File: src/rtl/dbg_gpr_access_if.sv
// -----------------------------------------------------------------------------
// dbg_gpr_access_if
// Request/response channel between the debug module's abstract-command logic
// (master) and the GPR access sequencer (slave).
//
// Handshake rule for both channels: a transfer happens on a rising clock edge
// where valid and ready are both 1. Once valid is raised, the sender keeps valid
// and its payload stable until that edge. Ready may change freely and never
// depends on a transfer that has not yet happened.
//
// Signals:
//   dm_req_valid / dm_req_ready   request handshake
//   dm_req_write                  1 = write, 0 = read
//   dm_req_addr                   register index
//   dm_req_wdata                  write data
//   dm_req_postinc                response carries address+1 when set
//   dm_resp_valid / dm_resp_ready response handshake
//   dm_resp_rdata                 read data (0 for writes and errors)
//   dm_resp_err                   access failed
//   dm_resp_next_addr             address for autoincrement
// -----------------------------------------------------------------------------
interface dbg_gpr_access_if #(
    parameter int DATA_WIDTH = 32,
    parameter int ADDR_WIDTH = 5
);
    logic                  dm_req_valid;
    logic                  dm_req_ready;
    logic                  dm_req_write;
    logic [ADDR_WIDTH-1:0] dm_req_addr;
    logic [DATA_WIDTH-1:0] dm_req_wdata;
    logic                  dm_req_postinc;
    logic                  dm_resp_valid;
    logic                  dm_resp_ready;
    logic [DATA_WIDTH-1:0] dm_resp_rdata;
    logic                  dm_resp_err;
    logic [ADDR_WIDTH-1:0] dm_resp_next_addr;

    modport master (
        output dm_req_valid, dm_req_write, dm_req_addr, dm_req_wdata,
               dm_req_postinc, dm_resp_ready,
        input  dm_req_ready, dm_resp_valid, dm_resp_rdata, dm_resp_err,
               dm_resp_next_addr
    );

    modport slave (
        input  dm_req_valid, dm_req_write, dm_req_addr, dm_req_wdata,
               dm_req_postinc, dm_resp_ready,
        output dm_req_ready, dm_resp_valid, dm_resp_rdata, dm_resp_err,
               dm_resp_next_addr
    );
endinterface

File: src/rtl/dbg_gpr_access.sv
// -----------------------------------------------------------------------------
// dbg_gpr_access
// Debug-side sequencer for the register file's debug port. Takes one read or
// write request at a time, waits for the core to be halted (bounded by
// HALT_TIMEOUT), performs a single-cycle GPR access and returns a response.
//
// Ports:
//   clk, rst_n      clock, asynchronous active-low reset
//   dm              request/response channel (slave side)
//   core_halted     core halted status
//   jtag_gpr_we     GPR write strobe (only ever high in the access cycle)
//   jtag_gpr_addr   GPR index (always the captured request address)
//   jtag_gpr_wdata  GPR write data (always the captured request data)
//   gpr_jtag_rdata  GPR read data, combinational from jtag_gpr_addr
//   o_dbg_state     current FSM state, for observation
// -----------------------------------------------------------------------------
module dbg_gpr_access #(
    parameter int DATA_WIDTH   = 32,
    parameter int ADDR_WIDTH   = 5,
    parameter int HALT_TIMEOUT = 255
) (
    input  logic                  clk,
    input  logic                  rst_n,
    dbg_gpr_access_if.slave       dm,
    input  logic                  core_halted,
    output logic                  jtag_gpr_we,
    output logic [ADDR_WIDTH-1:0] jtag_gpr_addr,
    output logic [DATA_WIDTH-1:0] jtag_gpr_wdata,
    input  logic [DATA_WIDTH-1:0] gpr_jtag_rdata,
    output logic [1:0]            o_dbg_state
);

    typedef enum logic [1:0] {
        ST_IDLE      = 2'd0,
        ST_WAIT_HALT = 2'd1,
        ST_ACCESS    = 2'd2,
        ST_RESP      = 2'd3
    } state_t;

    localparam logic [7:0] LP_TIMEOUT = HALT_TIMEOUT[7:0];

    state_t                r_state;
    state_t                w_state_next;
    logic [7:0]            r_cnt;
    logic                  r_write_q;
    logic [ADDR_WIDTH-1:0] r_addr_q;
    logic [DATA_WIDTH-1:0] r_wdata_q;
    logic                  r_postinc_q;
    logic                  r_err_q;
    logic [DATA_WIDTH-1:0] r_rdata_q;

    logic                  w_req_ready;
    logic                  w_resp_valid;
    logic                  w_gpr_we;
    logic                  w_accept;
    logic                  w_cnt_inc;
    logic                  w_set_err;
    logic                  w_capture_rdata;

    // Next-state and output decode.
    always_comb begin
        w_state_next    = r_state;
        w_req_ready     = 1'b0;
        w_resp_valid    = 1'b0;
        w_gpr_we        = 1'b0;
        w_accept        = 1'b0;
        w_cnt_inc       = 1'b0;
        w_set_err       = 1'b0;
        w_capture_rdata = 1'b0;
        case (r_state)
            ST_IDLE: begin
                w_req_ready = 1'b1;
                if (dm.dm_req_valid) begin
                    w_accept     = 1'b1;
                    w_state_next = ST_WAIT_HALT;
                end
            end
            ST_WAIT_HALT: begin
                // Halt is checked before the timeout, so a halt seen in the
                // last allowed wait cycle still proceeds to the access.
                if (core_halted) begin
                    w_state_next = ST_ACCESS;
                end else if (r_cnt == LP_TIMEOUT) begin
                    w_set_err    = 1'b1;
                    w_state_next = ST_RESP;
                end else begin
                    w_cnt_inc = 1'b1;
                end
            end
            ST_ACCESS: begin
                // Halt is re-qualified here: if the core resumed, the write
                // strobe is suppressed and the access is reported as failed.
                w_gpr_we        = r_write_q & core_halted;
                w_capture_rdata = ~r_write_q & core_halted;
                w_set_err       = ~core_halted;
                w_state_next    = ST_RESP;
            end
            ST_RESP: begin
                w_resp_valid = 1'b1;
                if (dm.dm_resp_ready) begin
                    w_state_next = ST_IDLE;
                end
            end
            default: begin
                w_state_next = ST_IDLE;
            end
        endcase
    end

    always_ff @(posedge clk or negedge rst_n) begin
        if (!rst_n) begin
            r_state <= ST_IDLE;
        end else begin
            r_state <= w_state_next;
        end
    end

    // Request capture, wait counter and response registers. rdata/err are
    // cleared on acceptance so a write or failed access reports rdata = 0.
    always_ff @(posedge clk or negedge rst_n) begin
        if (!rst_n) begin
            r_cnt       <= '0;
            r_write_q   <= 1'b0;
            r_addr_q    <= '0;
            r_wdata_q   <= '0;
            r_postinc_q <= 1'b0;
            r_err_q     <= 1'b0;
            r_rdata_q   <= '0;
        end else begin
            if (w_accept) begin
                r_cnt       <= '0;
                r_write_q   <= dm.dm_req_write;
                r_addr_q    <= dm.dm_req_addr;
                r_wdata_q   <= dm.dm_req_wdata;
                r_postinc_q <= dm.dm_req_postinc;
                r_err_q     <= 1'b0;
                r_rdata_q   <= '0;
            end
            if (w_cnt_inc) begin
                r_cnt <= r_cnt + 8'd1;
            end
            if (w_set_err) begin
                r_err_q <= 1'b1;
            end
            if (w_capture_rdata) begin
                r_rdata_q <= gpr_jtag_rdata;
            end
        end
    end

    assign dm.dm_req_ready      = w_req_ready;
    assign dm.dm_resp_valid     = w_resp_valid;
    // Response fields read as 0 whenever no response is being offered.
    assign dm.dm_resp_rdata     = w_resp_valid ? r_rdata_q : '0;
    assign dm.dm_resp_err       = w_resp_valid & r_err_q;
    assign dm.dm_resp_next_addr = w_resp_valid
                                  ? (r_addr_q + {{(ADDR_WIDTH-1){1'b0}}, r_postinc_q})
                                  : '0;

    assign jtag_gpr_we    = w_gpr_we;
    assign jtag_gpr_addr  = r_addr_q;
    assign jtag_gpr_wdata = r_wdata_q;
    assign o_dbg_state    = r_state;

endmodule

File: src/flat_wrapper.sv
// flat-port wrapper written by rule: the top's interface ports become plain ports
module dbg_gpr_access_flat 
#(
    parameter int DATA_WIDTH   = 32,
    parameter int ADDR_WIDTH   = 5,
    parameter int HALT_TIMEOUT = 255
)
  (clk, rst_n, core_halted, jtag_gpr_we, jtag_gpr_addr, jtag_gpr_wdata, gpr_jtag_rdata, o_dbg_state, dm_dm_req_valid, dm_dm_req_write, dm_dm_req_addr, dm_dm_req_wdata, dm_dm_req_postinc, dm_dm_resp_ready, dm_dm_req_ready, dm_dm_resp_valid, dm_dm_resp_rdata, dm_dm_resp_err, dm_dm_resp_next_addr);
  dbg_gpr_access_if #(.DATA_WIDTH(DATA_WIDTH), .ADDR_WIDTH(ADDR_WIDTH)) dm_i ();
  input  logic clk;
  input  logic rst_n;
  input  logic core_halted;
  output logic jtag_gpr_we;
  output logic [ADDR_WIDTH-1:0] jtag_gpr_addr;
  output logic [DATA_WIDTH-1:0] jtag_gpr_wdata;
  input  logic [DATA_WIDTH-1:0] gpr_jtag_rdata;
  output logic [1:0] o_dbg_state;
  input wire logic [$bits(dm_i.dm_req_valid)-1:0] dm_dm_req_valid;
  input wire logic [$bits(dm_i.dm_req_write)-1:0] dm_dm_req_write;
  input wire logic [$bits(dm_i.dm_req_addr)-1:0] dm_dm_req_addr;
  input wire logic [$bits(dm_i.dm_req_wdata)-1:0] dm_dm_req_wdata;
  input wire logic [$bits(dm_i.dm_req_postinc)-1:0] dm_dm_req_postinc;
  input wire logic [$bits(dm_i.dm_resp_ready)-1:0] dm_dm_resp_ready;
  output wire logic [$bits(dm_i.dm_req_ready)-1:0] dm_dm_req_ready;
  output wire logic [$bits(dm_i.dm_resp_valid)-1:0] dm_dm_resp_valid;
  output wire logic [$bits(dm_i.dm_resp_rdata)-1:0] dm_dm_resp_rdata;
  output wire logic [$bits(dm_i.dm_resp_err)-1:0] dm_dm_resp_err;
  output wire logic [$bits(dm_i.dm_resp_next_addr)-1:0] dm_dm_resp_next_addr;
  assign dm_i.dm_req_valid = dm_dm_req_valid;
  assign dm_i.dm_req_write = dm_dm_req_write;
  assign dm_i.dm_req_addr = dm_dm_req_addr;
  assign dm_i.dm_req_wdata = dm_dm_req_wdata;
  assign dm_i.dm_req_postinc = dm_dm_req_postinc;
  assign dm_i.dm_resp_ready = dm_dm_resp_ready;
  assign dm_dm_req_ready = dm_i.dm_req_ready;
  assign dm_dm_resp_valid = dm_i.dm_resp_valid;
  assign dm_dm_resp_rdata = dm_i.dm_resp_rdata;
  assign dm_dm_resp_err = dm_i.dm_resp_err;
  assign dm_dm_resp_next_addr = dm_i.dm_resp_next_addr;
  dbg_gpr_access #(.DATA_WIDTH(DATA_WIDTH), .ADDR_WIDTH(ADDR_WIDTH), .HALT_TIMEOUT(HALT_TIMEOUT)) u_core (.clk(clk), .rst_n(rst_n), .dm(dm_i), .core_halted(core_halted), .jtag_gpr_we(jtag_gpr_we), .jtag_gpr_addr(jtag_gpr_addr), .jtag_gpr_wdata(jtag_gpr_wdata), .gpr_jtag_rdata(gpr_jtag_rdata), .o_dbg_state(o_dbg_state));
endmodule
File: config.mk
export PLATFORM = sky130hd
export DESIGN_NAME = dbg_gpr_access_flat
export DESIGN_NICKNAME = d
export VERILOG_FILES = /design/src/rtl/dbg_gpr_access_if.sv /design/src/rtl/dbg_gpr_access.sv /design/src/flat_wrapper.sv
export SDC_FILE = /design/constraint.sdc
export NUM_CORES = 1
export LEC_CHECK = 0
export BUFFER_PORTS_ARGS = -buffer_cell sky130_fd_sc_hd__buf_2
export CORE_MARGIN = 10
export CORE_UTILIZATION = 50
export CTS_BUF_LIST = sky130_fd_sc_hd__clkbuf_4 sky130_fd_sc_hd__clkbuf_8
export CTS_CLUSTER_SIZE = 20
export DETAILED_ROUTE_END_ITERATION = 6
export GPL_TIMING_DRIVEN = 0
export PLACE_DENSITY = 0.83
export SYNTH_ARGS = -nofsm -noshare
export SYNTH_HDL_FRONTEND = slang
export SYNTH_SLANG_ARGS = --single-unit
File: constraint.sdc
create_clock -name clk -period 3.25 [get_ports clk]
set_clock_uncertainty 0.1 [all_clocks]
set_input_delay 0.4875 -clock clk [delete_from_list [all_inputs] [get_ports clk]]
set_output_delay 0.4875 -clock clk [all_outputs]
set_load 0.1 [all_outputs]
======== Word-level counts from Yosys, hierarchy flattened ========
Cells that the tools add are included.
storage, ports and cells
  input bits .............................. 76
  output and inout bits ................... 80
  flip-flop bits (word level) ............. 82
cells by class
  mux-type cells .......................... 25
  equality and inequality tests ........... 7
  bitwise gates (word level) .............. 5
  add/sub/neg operators ................... 2
  reductions and logical operators ........ 5
operators by type and width
  operator               count
  $mux W32               3
  $mux W8                2
  $mux W1                13
  $add A8 B1 Y8 const B  1
  $eq A8 B8 Y1 const B   1
  $mux W2                4
  $pmux W2 S4            1
  $reduce_bool A2 Y1     3
  $add A5 B1 Y5          1
  $mux W5                1
  $eq A2 B2 Y1 const B   2
  $ne A2 B2 Y1 const B   2
  $and A1 B1 Y1          3
  $ne A3 B2 Y1 const B   1
  $reduce_and A3 Y1      1
  $eq A2 B1 Y1 const B   1
  $logic_not A2 Y1       1
  $not A1 Y1             2
  $pmux W1 S2            1

======== Longest topological paths before layout ========
Gate-level depths: netlist of run 1.
  word-level depth ........................ 5
  gate-level depth with buffers ........... 8
  gate-level depth less buffers ........... 6

======== Least setup slack after synthesis of run 1 ========
No wires, ideal clock.
  path kind ............................... register -> output
  from .................................... register u_core.r_state[0], in the netlist u_core.o_dbg_state[0]
  to ...................................... output port dm_dm_resp_rdata[10]
  data required time ...................... 2662 ps
  slack ................................... -563 ps
  cell stages (with the launch flop) ...... 5
  buffers on the path ..................... 2
  data arrival time ....................... 3226 ps
  path through ............................ dfrtp_1 -> ha_1 -> clkbuf_1 -> clkbuf_1 -> and2_1
between the ends
  cells in the longest elaborated chain, start to end .. 3
RTL lines
  element                     line                   text
  start, declared             dbg_gpr_access.sv:42   state_t r_state;
  start signal, assigned      dbg_gpr_access.sv:114  r_state <= w_state_next;
  $eq A2 B2 Y1                dbg_gpr_access.sv:70   case (r_state)
  $mux W1                     dbg_gpr_access.sv:70
  named net dm_dm_resp_valid  flat_wrapper.sv:25     output wire logic [$bits(dm_i.dm_resp_valid)-1:0] dm_dm_resp_valid;
  $mux W32                    dbg_gpr_access.sv:154  assign dm.dm_resp_rdata = w_resp_valid ? r_rdata_q : '0;
  end, declared               flat_wrapper.sv:26     output wire logic [$bits(dm_i.dm_resp_rdata)-1:0] dm_dm_resp_rdata;
The timed path passes the listed nets, and every way through them passes these cells.

======== Worst setup path after layout of run 1 ========
  from .................................... register u_core.r_state[0], in the netlist u_core.o_dbg_state[0]
  to ...................................... output port dm_dm_resp_rdata[16]
between the ends
  cells in the longest elaborated chain, start to end .. 3
RTL lines
  element       line
  $eq A2 B2 Y1  dbg_gpr_access.sv:70
  $mux W1       dbg_gpr_access.sv:70
  $mux W32      dbg_gpr_access.sv:154
Every way passes these cells.

==> flow_results.org, run 1 <==
** Status
- The run finished with clean final reports.

** STA
- At the pin with the least slew margin, the transition time is 0.509 ns.
- Setup violations remaining at the end of the flow were counted as 0.
- Fmax :: 349 MHz
- Hold timing on the final database bottoms out at a slack of 0.232 ns.
- The number of max-slew violations in the final report is 0.
- In the finished design, the share of the clock period the worst path needs comes to 0.881.
- The worst path meets setup with 0.386 ns of slack.
- In this run the tightest slew margin relative to its limit is 0.663.
- Setup repair after global routing left no endpoint under its margin.
- Final critical delay including setup and external delays :: 2.86 ns
- Total negative slack :: 0 ns
- The hold violation count in the final report is 0.

** Synthesis
- Async set or reset register ratio after synthesis :: 1.00
- Mean area per synthesized cell :: 10.7 sq um
- Of the post-synthesis cell area, the dominant cell type holds 0.548.
- Synthesis produced a netlist whose cell count is 349.
- Yosys attributes the largest share of cell area to sky130_fd_sc_hd__dfrtp_1, sky130_fd_sc_hd__mux2_2, sky130_fd_sc_hd__nand2_1.
- Post-synth design cell area :: 0.00374 sq mm
- The most used flip-flop cell after synthesis is sky130_fd_sc_hd__dfrtp_1.
- Yosys warning total :: 0
- Of the synthesized area, sequential elements account for 0.548.
- Mapped Nets :: 433
- Number of distinct library cell variants in the gate-level netlist after synthesis :: 37
- Top cells by instance count after synthesis :: sky130_fd_sc_hd__dfrtp_1, sky130_fd_sc_hd__nand2_1, sky130_fd_sc_hd__nand3_1
- By instance count, the leading cell after synthesis is sky130_fd_sc_hd__dfrtp_1.
- Counting flops with a built-in enable in the synthesized netlist gives 0.
- Synthesis-stage register bit count :: 82
- Cell type with the highest aggregate area in the netlist :: sky130_fd_sc_hd__dfrtp_1

** Die
- Num ports :: 156
- For this configuration, the core starts out at a cell density of 0.516.
- X dimension of the die :: 107 um
- Measured along the y axis, the die boundary spans 107 um.
- Cell Rows :: 31
- Core Region :: 0.00725 sq mm
- The floorplan step defined a die boundary enclosing 0.0113 sq mm.

** Critical path
- For this run, the slowest stage of the critical path takes 0.43 ns.
- Startpoint of the lowest-slack register-to-register path :: u_core.o_dbg_state[0]
- Critical Path, Cell by Cell :: ha_2 -> clkbuf_1 -> clkbuf_1 -> and2_2 -> buf_2
- The worst setup path is of the reg2out kind.
- Endpoint required time on the critical path :: 2.66 ns
- The slowest stage of the critical path is the sky130_fd_sc_hd__dfrtp_2 cell.
- Type of element capturing the critical path :: output pin
- For the worst setup path, the data arrival time is 2.28 ns.
- Of all nets on the critical path, the largest fanout is 10.
- Kind of launch point of the worst setup path :: flop
- Cell mode on critical path :: sky130_fd_sc_hd__clkbuf_1
- The most critical setup path has its startpoint at u_core.o_dbg_state[0].

** Route
- Antenna viol nets, final :: 0
- In the routed design, unresolved DRC markers number 0.
- Per-cell via count in the routed design :: 5.05
- Count of vias placed by the detailed router :: 3139
- Routed wire length :: 9840 um
- DRT Pass-1 Iters :: 4
- The first routing iteration left 141 violations.
- Routed length per placed instance :: 15.8 um

** Cells and area
- Final-stage net count :: 601
- Area delta synth->final :: 31.3%
- Total area of multi-input combinational cells :: 0.00161 sq mm
- Layout fillers :: 575
- In the final layout, the share of cells above drive strength 1 is 0.508.
- Diodes inserted :: 0
- Summing all flip-flop and latch instances after layout gives 0.00205 sq mm.

** Hold path
- The startpoint identified for the worst hold timing path is gpr_jtag_rdata[13].
- The min-delay analysis places its worst path in the category in2reg.

** Run
- Max-cap check violation count :: 0

** Placed design
- The count of buffers added on input and output ports is 155.
- The congestion estimate from routability-driven global placement came to 0.866.
- Summed over all nets, the half-perimeter wirelength after detailed placement is 7850 um.
- Worst setup slack after placement :: 0.748 ns

** Clocking
- CTS tree :: built
- Gates resized during post-CTS repair numbered 0.
- Counting along the longest clock path gives a buffer depth of 2.
- Cts hold-fix bufs :: 1
- # clock sinks :: 82
- Post-CTS timing repair inserted 0 buffers for setup.
- At the later pin of the worst-skew pair, clock insertion delay measures 0.34 ns.
- The tree is rooted in a sky130_fd_sc_hd__clkbuf_8.
- Counting the buffers created by CTS gives 9.
- CTS H-Tree Depth :: 3
- Clock-pin transition on the worst setup and hold timing paths :: 0.08 ns

** Global route
- Wire length of the first global-routing pass :: 15700 um
- Largest net degree at the start of global routing :: 53
- Initial antenna violation count :: 0
- Global routing finished with a remaining overflow of 0.
- The via count of the first global-routing pass was 3267.
- Overall routing resource usage :: 0.169
## metrics by stage
| stage | cells | utilization | cell area [sq um] |
|---|---|---|---|
| finish | 621 | 0.678 | 4910 |
| global route | 621 | 0.678 | 4910 |
| CTS | 621 | 0.678 | 4910 |
| detailed placement | 604 | 0.651 | 4720 |
| global placement | 603 | 0.647 | 4690 |
| floorplan | 349 | - | 3790 |
## worst max-delay path, delay by kind of cell, from the launching register on
family | cells | cell delay, ns
and+or+nand+nor | 1 | 0.20
adders and majority gates | 1 | 0.23
buffers and inverters | 3 | 1.07
DFF | 1 | 0.43
## worst paths after layout
path                                             end  depth (start not counted)  slack, ns
max reg2reg                u_core.jtag_gpr_wdata[15]                          6       1.18
min                             u_core.r_rdata_q[13]                          3       0.23
min in group asynchronous        u_core.r_rdata_q[9]                          2       0.51
max in group asynchronous      u_core.o_dbg_state[0]                          3       1.94
min reg2reg                     u_core.r_rdata_q[24]                          2       0.39
max                             dm_dm_resp_rdata[16]                          5       0.39
## placed cells by master, fill, tap and decap left out, drive strengths merged, types with 2 or more instances in the layout
| cell type | n |
|---|---|
| inv | 5 |
| xnor2 | 2 |
| ha | 8 |
| o21ai | 3 |
| and2 | 40 |
| a21oi | 4 |
| buf | 168 |
| dfrtp | 82 |
| and3 | 3 |
| nand3 | 42 |
| nor2 | 6 |
| a31oi | 4 |
| a22o | 2 |
| nand2b | 3 |
| clkbuf | 22 |
| mux2 | 39 |
| nand2 | 71 |
## sequential cells by signal, summed over array words and instances (netlist names)
signal / flops
u_core.r_write_q: 1
u_core.r_err_q: 1
u_core.r_rdata_q: 32
u_core.jtag_gpr_addr: 5
u_core.r_postinc_q: 1
u_core.r_cnt: 8
u_core.o_dbg_state: 2
u_core.jtag_gpr_wdata: 32
## cell type report
type / instances / share of cell area
plain buffers: 20 / 0.0234
well taps: 99 / 0.0252
multi-input cells: 242 / 0.327
clock buffers: 14 / 0.0341
flip-flops and latches: 82 / 0.418
inverters: 5 / 0.00382
clock inverters: 2 / 0.00255
repair buffers: 157 / 0.166
## cells by family after synthesis
logic type,synth area share
AND/OR/NAND/NOR,0.224
flip-flops,0.548
XOR/XNOR,0.00702
multiplexers,0.120
adder cells (fa/ha/maj),0.0267
buffers and inverters,0.0358
AO/OA/AOI/OAI,0.0381
## metal layers
metal / global-route usage / share of wire
met5: 0 / 0
met4: 0.0561 / 0.013
met3: 0.0688 / 0.10
met2: 0.290 / 0.49
met1: 0.185 / 0.40
Power of run 1 is not shown: default switching activity piles up to over one toggle a cycle in this logic, so the estimate is an artifact.
==> run 2, diff against run 1 <==
--- a/config.mk
+++ b/config.mk
@@ -6,6 +6,7 @@
 export NUM_CORES = 1
 export LEC_CHECK = 0
 export BUFFER_PORTS_ARGS = -buffer_cell sky130_fd_sc_hd__buf_2
+export CORE_ASPECT_RATIO = 1.5
 export CORE_MARGIN = 10
 export CORE_UTILIZATION = 50
 export CTS_BUF_LIST = sky130_fd_sc_hd__clkbuf_4 sky130_fd_sc_hd__clkbuf_8
==> constraint.sdc (replaced) <==
create_clock -name clk -period 3.1 [get_ports clk]
set_clock_uncertainty 0.1 [all_clocks]
set_input_delay 0.465 -clock clk [delete_from_list [all_inputs] [get_ports clk]]
set_output_delay 0.465 -clock clk [all_outputs]
set_load 0.1 [all_outputs]
==> run 2 against run 1 <==
Net effect:
- cell count grew 0.16%
- via count shrank 1.8%
- die area rose by 0.63%
- clock-buffer cell count fell by 1
- largest cell class unchanged
- global-route usage is 0.63 points higher
- sequential cell count stayed put
- design area down 0.13%
- critical path depth is the same
- core utilization shrank 0.28 points
==> flow_results.org, run 2 (synthesis results as in run 1) <==
** Route
- Routed wire length :: 9790 um (-0.47%)
- Residual DRC count :: 0 (unchanged)
- The via count is 3081 (-1.8%).
- Iter 0 DRT Violations :: 122 (-13%)
- DRT Pass-1 Iters :: 4 (unchanged)
- The average via count per standard cell came to 4.95 (-2.0%).
- The count of nets left with antenna violations after detail routing was 0 (unchanged).
- The detail-routed net length per standard cell was 15.7 um (-0.63%).

** STA
- Total negative slack :: 0 ns (unchanged)
- The setup violation total in the final timing report is 0 (unchanged).
- The max-slew headroom at the worst pin came to 0.657 (-0.00610).
- Number of slew-limit violations in the final report :: 0 (unchanged)
- Final critical delay including setup and external delays :: 2.87 ns
- Based on the critical path, the design can be clocked at up to 349 MHz.
- Setup slack after layout :: 0.232 ns (-0.154 ns)
- The hold violation count in the final report came to 0 (unchanged).
- Of the available clock period, the critical path in the final layout requires 0.925.
- Worst Tran Pin Value :: 0.518 ns (+0.00922 ns)
- The hold slack came to 0.200 ns (-0.0317 ns).
- Setup repair after global routing left no endpoint under its margin.

** Cells and area
- The share of final-layout standard cells stronger than drive strength 1 was 0.477 (-0.0307).
- The number of nets in the layout was 601 (unchanged).
- The finished layout cell area came to 0.00491 sq mm (-0.13%).
- Most frequent cells in the layout :: sky130_fd_sc_hd__buf_2, sky130_fd_sc_hd__dfrtp_1, sky130_fd_sc_hd__nand2_1, sky130_fd_sc_hd__nand3_1, sky130_fd_sc_hd__mux2_2
- Leaving out fill and tap cells, the most frequent cell in the layout is sky130_fd_sc_hd__buf_2.
- Area delta synth->final :: 31.1%
- The antenna cell count is 0 (unchanged).

** Global route
- The wire length of the first global-routing pass is 16500 um (+4.6%).
- Vias in the first global route :: 3348 (+2.5%)
- The pin count of the biggest net entering global routing came to 45 (-15%).
- The total grt overflow came to 0 (unchanged).
- Overall routing resource usage :: 0.175 (+0.00628)
- The number of antenna violations at the first check in global routing was 1 (+1).

** Die
- Core Region :: 0.00727 sq mm (+0.29%)
- The height of the die was 126 um (+18%).
- The number of ports placed on the die boundary was 156 (unchanged).
- The number of cell rows was 38 (+23%).
- Initial cell density of the core :: 0.515 (-0.00151)
- The width of the chip was 90.7 um (-15%).
- Area of the die :: 0.0114 sq mm (+0.63%)

** Critical path
- Largest stage delay on the critical path :: 0.43 ns (about the same)
- The data arrival time of the critical path came to 2.30 ns (+0.02 ns).
- Startpoint of the lowest-slack register-to-register path :: u_core.o_dbg_state[0]
- The worst setup path is captured at an output pin.
- The critical path is of the reg2out type.
- Critical path fanouts, max :: 10 (unchanged)
- Kind of launch point of the worst setup path :: flop
- Setup slack, reg-to-reg :: 1.08 ns (-0.10 ns)
- For this design, the slowest cell found on the critical path is sky130_fd_sc_hd__dfrtp_2.
- The worst endpoint required time was 2.53 ns (-0.13 ns).
- Critical Path, Cell by Cell :: ha_2 -> clkbuf_1 -> clkbuf_1 -> and2_2 -> buf_2
- The sum of buffers and inverters on the critical path is 3 (unchanged).
- In this design, the largest share of critical-path delay is due to buffers and inverters.
- Cell mode on critical path :: sky130_fd_sc_hd__clkbuf_1
- Timing startpoint of the critical path :: u_core.o_dbg_state[0]

** Clocking
- The number of buffers added by the clock tree synthesis step came to 9 (unchanged).
- The number of buffers inserted to repair setup after CTS came to 0 (unchanged).
- Clock root buffer master :: sky130_fd_sc_hd__clkbuf_8
- Clock latency of the later-clocked register in the worst-skew pair :: 0.35 ns (about the same)
- The number of H-tree levels is 3 (unchanged).
- Clock-pin transition on the worst setup and hold timing paths :: 0.08 ns (about the same)
- # clock sinks :: 82 (unchanged)
- CTS tree :: built
- CTS max path bufs :: 2 (unchanged)

** Status
- Outcome :: completed

** Hold path
- Class of the worst hold path :: in2reg
- In this run the most critical hold path is launched from gpr_jtag_rdata[30].

** Placed design
- Quantity of I/O buffers inserted on ports :: 155 (unchanged)
- The area after detailed placement was 0.00470 sq mm (-0.56%).
- HPWL after detailed placement :: 7890 um (+0.58%)
- Worst setup slack after placement :: 0.597 ns (-0.152 ns)
- The final RePlAce weighted congestion was 0.803 (-7.3%).

** Run
- The number of max-cap violations came to 0 (unchanged).
[run 2: final cells by class]
type | instances | area, sq um
plain buffers | 20 | 115
repair buffers | 157 | 808
well taps | 100 | 125
fillers | 582 | 2370
flip-flops and latches | 82 | 2050
clock buffers | 13 | 160
multi-input cells | 242 | 1590
clock inverters | 3 | 40.0
inverters | 5 | 18.8
[run 2: through the flow]
stage,utilization,std cells
finish,0.675,622
global route,0.675,622
CTS,0.675,622
detailed placement,0.646,605
global placement,0.643,604
floorplan,-,349
[run 2: path summary, 6_finish.rpt]
| kind | end | cells past startpoint |
|---|---|---|
| setup / recovery | dm_dm_resp_rdata[26] | 5 |
| hold / removal | u_core.r_rdata_q[30] | 3 |
| setup reg to reg | u_core.jtag_gpr_wdata[21] | 6 |
| hold reg to reg | u_core.jtag_gpr_wdata[29] | 1 |
| max in group asynchronous | u_core.o_dbg_state[1] | 3 |
| min in group asynchronous | u_core.r_cnt[2] | 2 |
[run 2: metal layers]
metal  track usage  vias up  part of all wire
met4        0.0545        2             0.013
met2         0.298      117              0.50
li1              -     1496                 -
met1         0.190     1452              0.39
met3        0.0785       14             0.091
met5             0        -            0.0018
[run 2: worst min-delay path, delay by kind of cell]
family / cells / cell delay (ns)
buf+inv: 1 / 0.07
simple gates: 2 / 0.08
[run 2: what timing repair did]
item	in CTS	in global routing
resized for setup	0	0
hold endpoints to repair	38	0
hold buffers	1	0
Power of run 2 is left out for the same reason.
==> run 3, diff against run 2 <==
==> constraint.sdc (replaced) <==
create_clock -name clk -period 3 [get_ports clk]
set_clock_uncertainty 0.1 [all_clocks]
set_input_delay 0.45 -clock clk [delete_from_list [all_inputs] [get_ports clk]]
set_output_delay 0.45 -clock clk [all_outputs]
set_load 0.1 [all_outputs]
==> run 3 against run 2 <==
Net effect:
- design area is 1.6% higher
- sequential share of layout area down 0.64 points
- critical path type unchanged
- global-route usage up 0.27 points
- core utilization is 1.0 points higher
==> flow_results.org, run 3 (synthesis results as in run 1) <==
** Die
- X dimension of the die :: 90.7 um (unchanged)
- Initial cell density of the core :: 0.515 (unchanged)
- The overall die area was 0.0114 sq mm (unchanged).
- Cell Rows :: 38 (unchanged)
- Num ports :: 156 (unchanged)
- Core Region :: 0.00727 sq mm (unchanged)
- The height of the die came to 126 um (unchanged).

** Global route
- The total grt overflow came to 0 (unchanged).
- The number of antenna violations at the first check in global routing is 0 (-1).
- The pin count of the biggest net entering global routing came to 69 (+53%).
- The wire length of the first global-routing pass was 16800 um (+1.9%).
- Overall routing resource usage :: 0.178 (+0.00267)
- Vias in the first global route :: 3474 (+3.8%)

** Clocking
- Clock root buffer master :: sky130_fd_sc_hd__clkbuf_8
- TritonCTS built the clock tree.
- CTS H-Tree Depth :: 3 (unchanged)
- The clock transition time at the flip-flop clock pins of the worst setup and hold paths came to 0.08 ns (about the same).
- The buffer levels on the longest clock path came to 2 (unchanged).
- # clock sinks :: 82 (unchanged)
- # Post-CTS Setup Buffers :: 0 (unchanged)
- The worst-skew pair later-pin latency came to 0.35 ns (about the same).
- TritonCTS Buffers :: 9 (unchanged)

** STA
- Crit share post-route :: 0.944
- Final count of negative-setup-slack endpoints :: 0 (unchanged)
- Number of slew-limit violations in the final report :: 0 (unchanged)
- Slew margin rel. :: 0.664 (+0.00733)
- The routed design could run at a clock period as short as 2.83 ns.
- Fmax :: 353 MHz
- Unrepaired setup endpoints after global routing :: false
- The slack of the critical path is 0.169 ns (-0.0630 ns).
- The transition time at the pin with the least slew margin came to 0.507 ns (-0.0111 ns).
- The hold violation count in the final report came to 0 (unchanged).
- The final sum of negative setup slack is 0 ns (unchanged).

** Cells and area
- Diodes inserted :: 0 (unchanged)
- The share of final-layout standard cells stronger than drive strength 1 came to 0.492 (+0.0153).
- From synthesis to final layout, the design area changed by 33.2%.
- Total area of multi-input combinational cells :: 0.00160 sq mm (+0.63%)
- Most frequent cells in the layout :: sky130_fd_sc_hd__buf_2, sky130_fd_sc_hd__dfrtp_1, sky130_fd_sc_hd__nand2_1, sky130_fd_sc_hd__nand3_1, sky130_fd_sc_hd__mux2_2
- The number of inserted filler cells in the final layout was 563 (-3.3%).
- Final-stage net count :: 601 (unchanged)
- The sequential cell area was 0.00205 sq mm (unchanged).
- Leading cell type in the layout, fill and taps excluded :: sky130_fd_sc_hd__buf_2

** Critical path
- Cell mode on critical path :: sky130_fd_sc_hd__clkbuf_1
- STA classifies the critical path startpoint as a flop.
- The data arrival time of the critical path was 2.28 ns (-0.02 ns).
- The largest fanout of any net on the critical path was 10 (unchanged).
- Critical path start-end classification :: reg2out
- Critical Path, Cell by Cell :: ha_2 -> clkbuf_1 -> clkbuf_1 -> and2_2 -> buf_2
- The worst endpoint required time was 2.45 ns (-0.08 ns).
- Broken down by cell family, the worst path's largest delay share belongs to buffers and inverters.
- Largest stage delay on the critical path :: 0.43 ns (about the same)
- The sum of buffers and inverters on the critical path is 3 (unchanged).
- STA classifies the critical path endpoint as an output pin.
- On the critical path, the stage with the largest delay is an instance of sky130_fd_sc_hd__dfrtp_2.

** Run
- The number of max-cap violations was 0 (unchanged).

** Route
- The starting DRC count in detailed routing came to 128 (+4.9%).
- The total routed wirelength was 10000 um (+2.6%).
- Per-cell via count in the routed design :: 5.07 (+2.3%)
- The detailed-router iteration count before antenna repair was 5 (+1).
- The count of nets left with antenna violations after detail routing is 0 (unchanged).
- Routed length per placed instance :: 16.1 um (+2.6%)
- Count of vias placed by the detailed router :: 3151 (+2.3%)
- The final routed DRC violation total is 0 (unchanged).

** Placed design
- The estimated wirelength of the detail-placed design is 7850 um (-0.49%).
- GPL Wtd Cong :: 0.762 (-5.1%)
- The port buffer count was 155 (unchanged).
- The placement-stage worst setup slack was 0.493 ns (-0.104 ns).

** Hold path
- The path class of the tightest hold or removal check is in2reg.

** Status
- The run finished with clean final reports.
==> run 3: changes by cell type in the layout (fill, tap and decap cells not counted) <==
| cell | before | now |
|---|---|---|
| sky130_fd_sc_hd__and2_2 | 21 | 29 |
| sky130_fd_sc_hd__and2_1 | 18 | 10 |
| sky130_fd_sc_hd__clkinvlp_4 | 0 | 2 |
| sky130_fd_sc_hd__buf_16 | 0 | 1 |
| sky130_fd_sc_hd__clkinv_2 | 2 | 1 |
| sky130_fd_sc_hd__buf_2 | 162 | 149 |
| sky130_fd_sc_hd__buf_12 | 1 | 0 |
| sky130_fd_sc_hd__clkbuf_4 | 3 | 13 |
| sky130_fd_sc_hd__inv_6 | 0 | 1 |
| sky130_fd_sc_hd__bufinv_16 | 1 | 2 |
==> run 3: repair_timing <==
item | in CTS | in global routing
hold buffers | 1 | 0
gates resized for setup | 0 | 13
setup endpoints to repair | 0 | 13
endpoints found under the hold margin | 14 | 0
==> run 3: through the flow <==
stage | cell area, sq um | cells | hold WS [ns] | utilization
after floorplan | 3780 | 349 | 0.0544 | -
after global routing | 4980 | 622 | 0.170 | 0.685
after CTS | 4950 | 622 | 0.166 | 0.681
after global placement | 4690 | 604 | 0.360 | 0.644
after detailed placement | 4720 | 605 | 0.228 | 0.648
final | 4980 | 622 | 0.181 | 0.685
==> run 3: worst min-delay path, stage by stage <==
cell	delay, ns
sky130_fd_sc_hd__buf_2	0.07
sky130_fd_sc_hd__nand2_1	0.04
sky130_fd_sc_hd__nand2_1	0.05
==> run 3: area by class of cell <==
type / instances / area share
plain buffers: 20 / 0.0231
clock buffers: 10 / 0.0276
clock inverters: 6 / 0.0178
inverters: 5 / 0.00377
multi-input cells: 242 / 0.320
flip-flops and latches: 82 / 0.412
well taps: 100 / 0.0251
repair buffers: 157 / 0.170
==> run 3: path summary, 6_finish.rpt <==
check	slack (ns)	cells after the start	startpoint	endpoint
min in group asynchronous	0.41	2	rst_n	u_core.r_rdata_q[8]
max	0.17	5	u_core.o_dbg_state[0]	dm_dm_resp_rdata[14]
max in group asynchronous	1.78	3	rst_n	u_core.o_dbg_state[1]
min reg2reg	0.39	1	u_core.jtag_gpr_wdata[28]	u_core.jtag_gpr_wdata[28]
min	0.18	3	gpr_jtag_rdata[28]	u_core.r_rdata_q[28]
max reg2reg	0.95	6	u_core.o_dbg_state[1]	u_core.jtag_gpr_addr[4]
==> run 3: routing by layer <==
metal | part of all wire | track usage | vias up
met5 | 0 | 0 | -
met3 | 0.10 | 0.0815 | 14
met1 | 0.38 | 0.184 | 1512
met4 | 0.016 | 0.0639 | 0
met2 | 0.50 | 0.307 | 128
li1 | - | - | 1497
Power of run 3 is left out for the same reason.
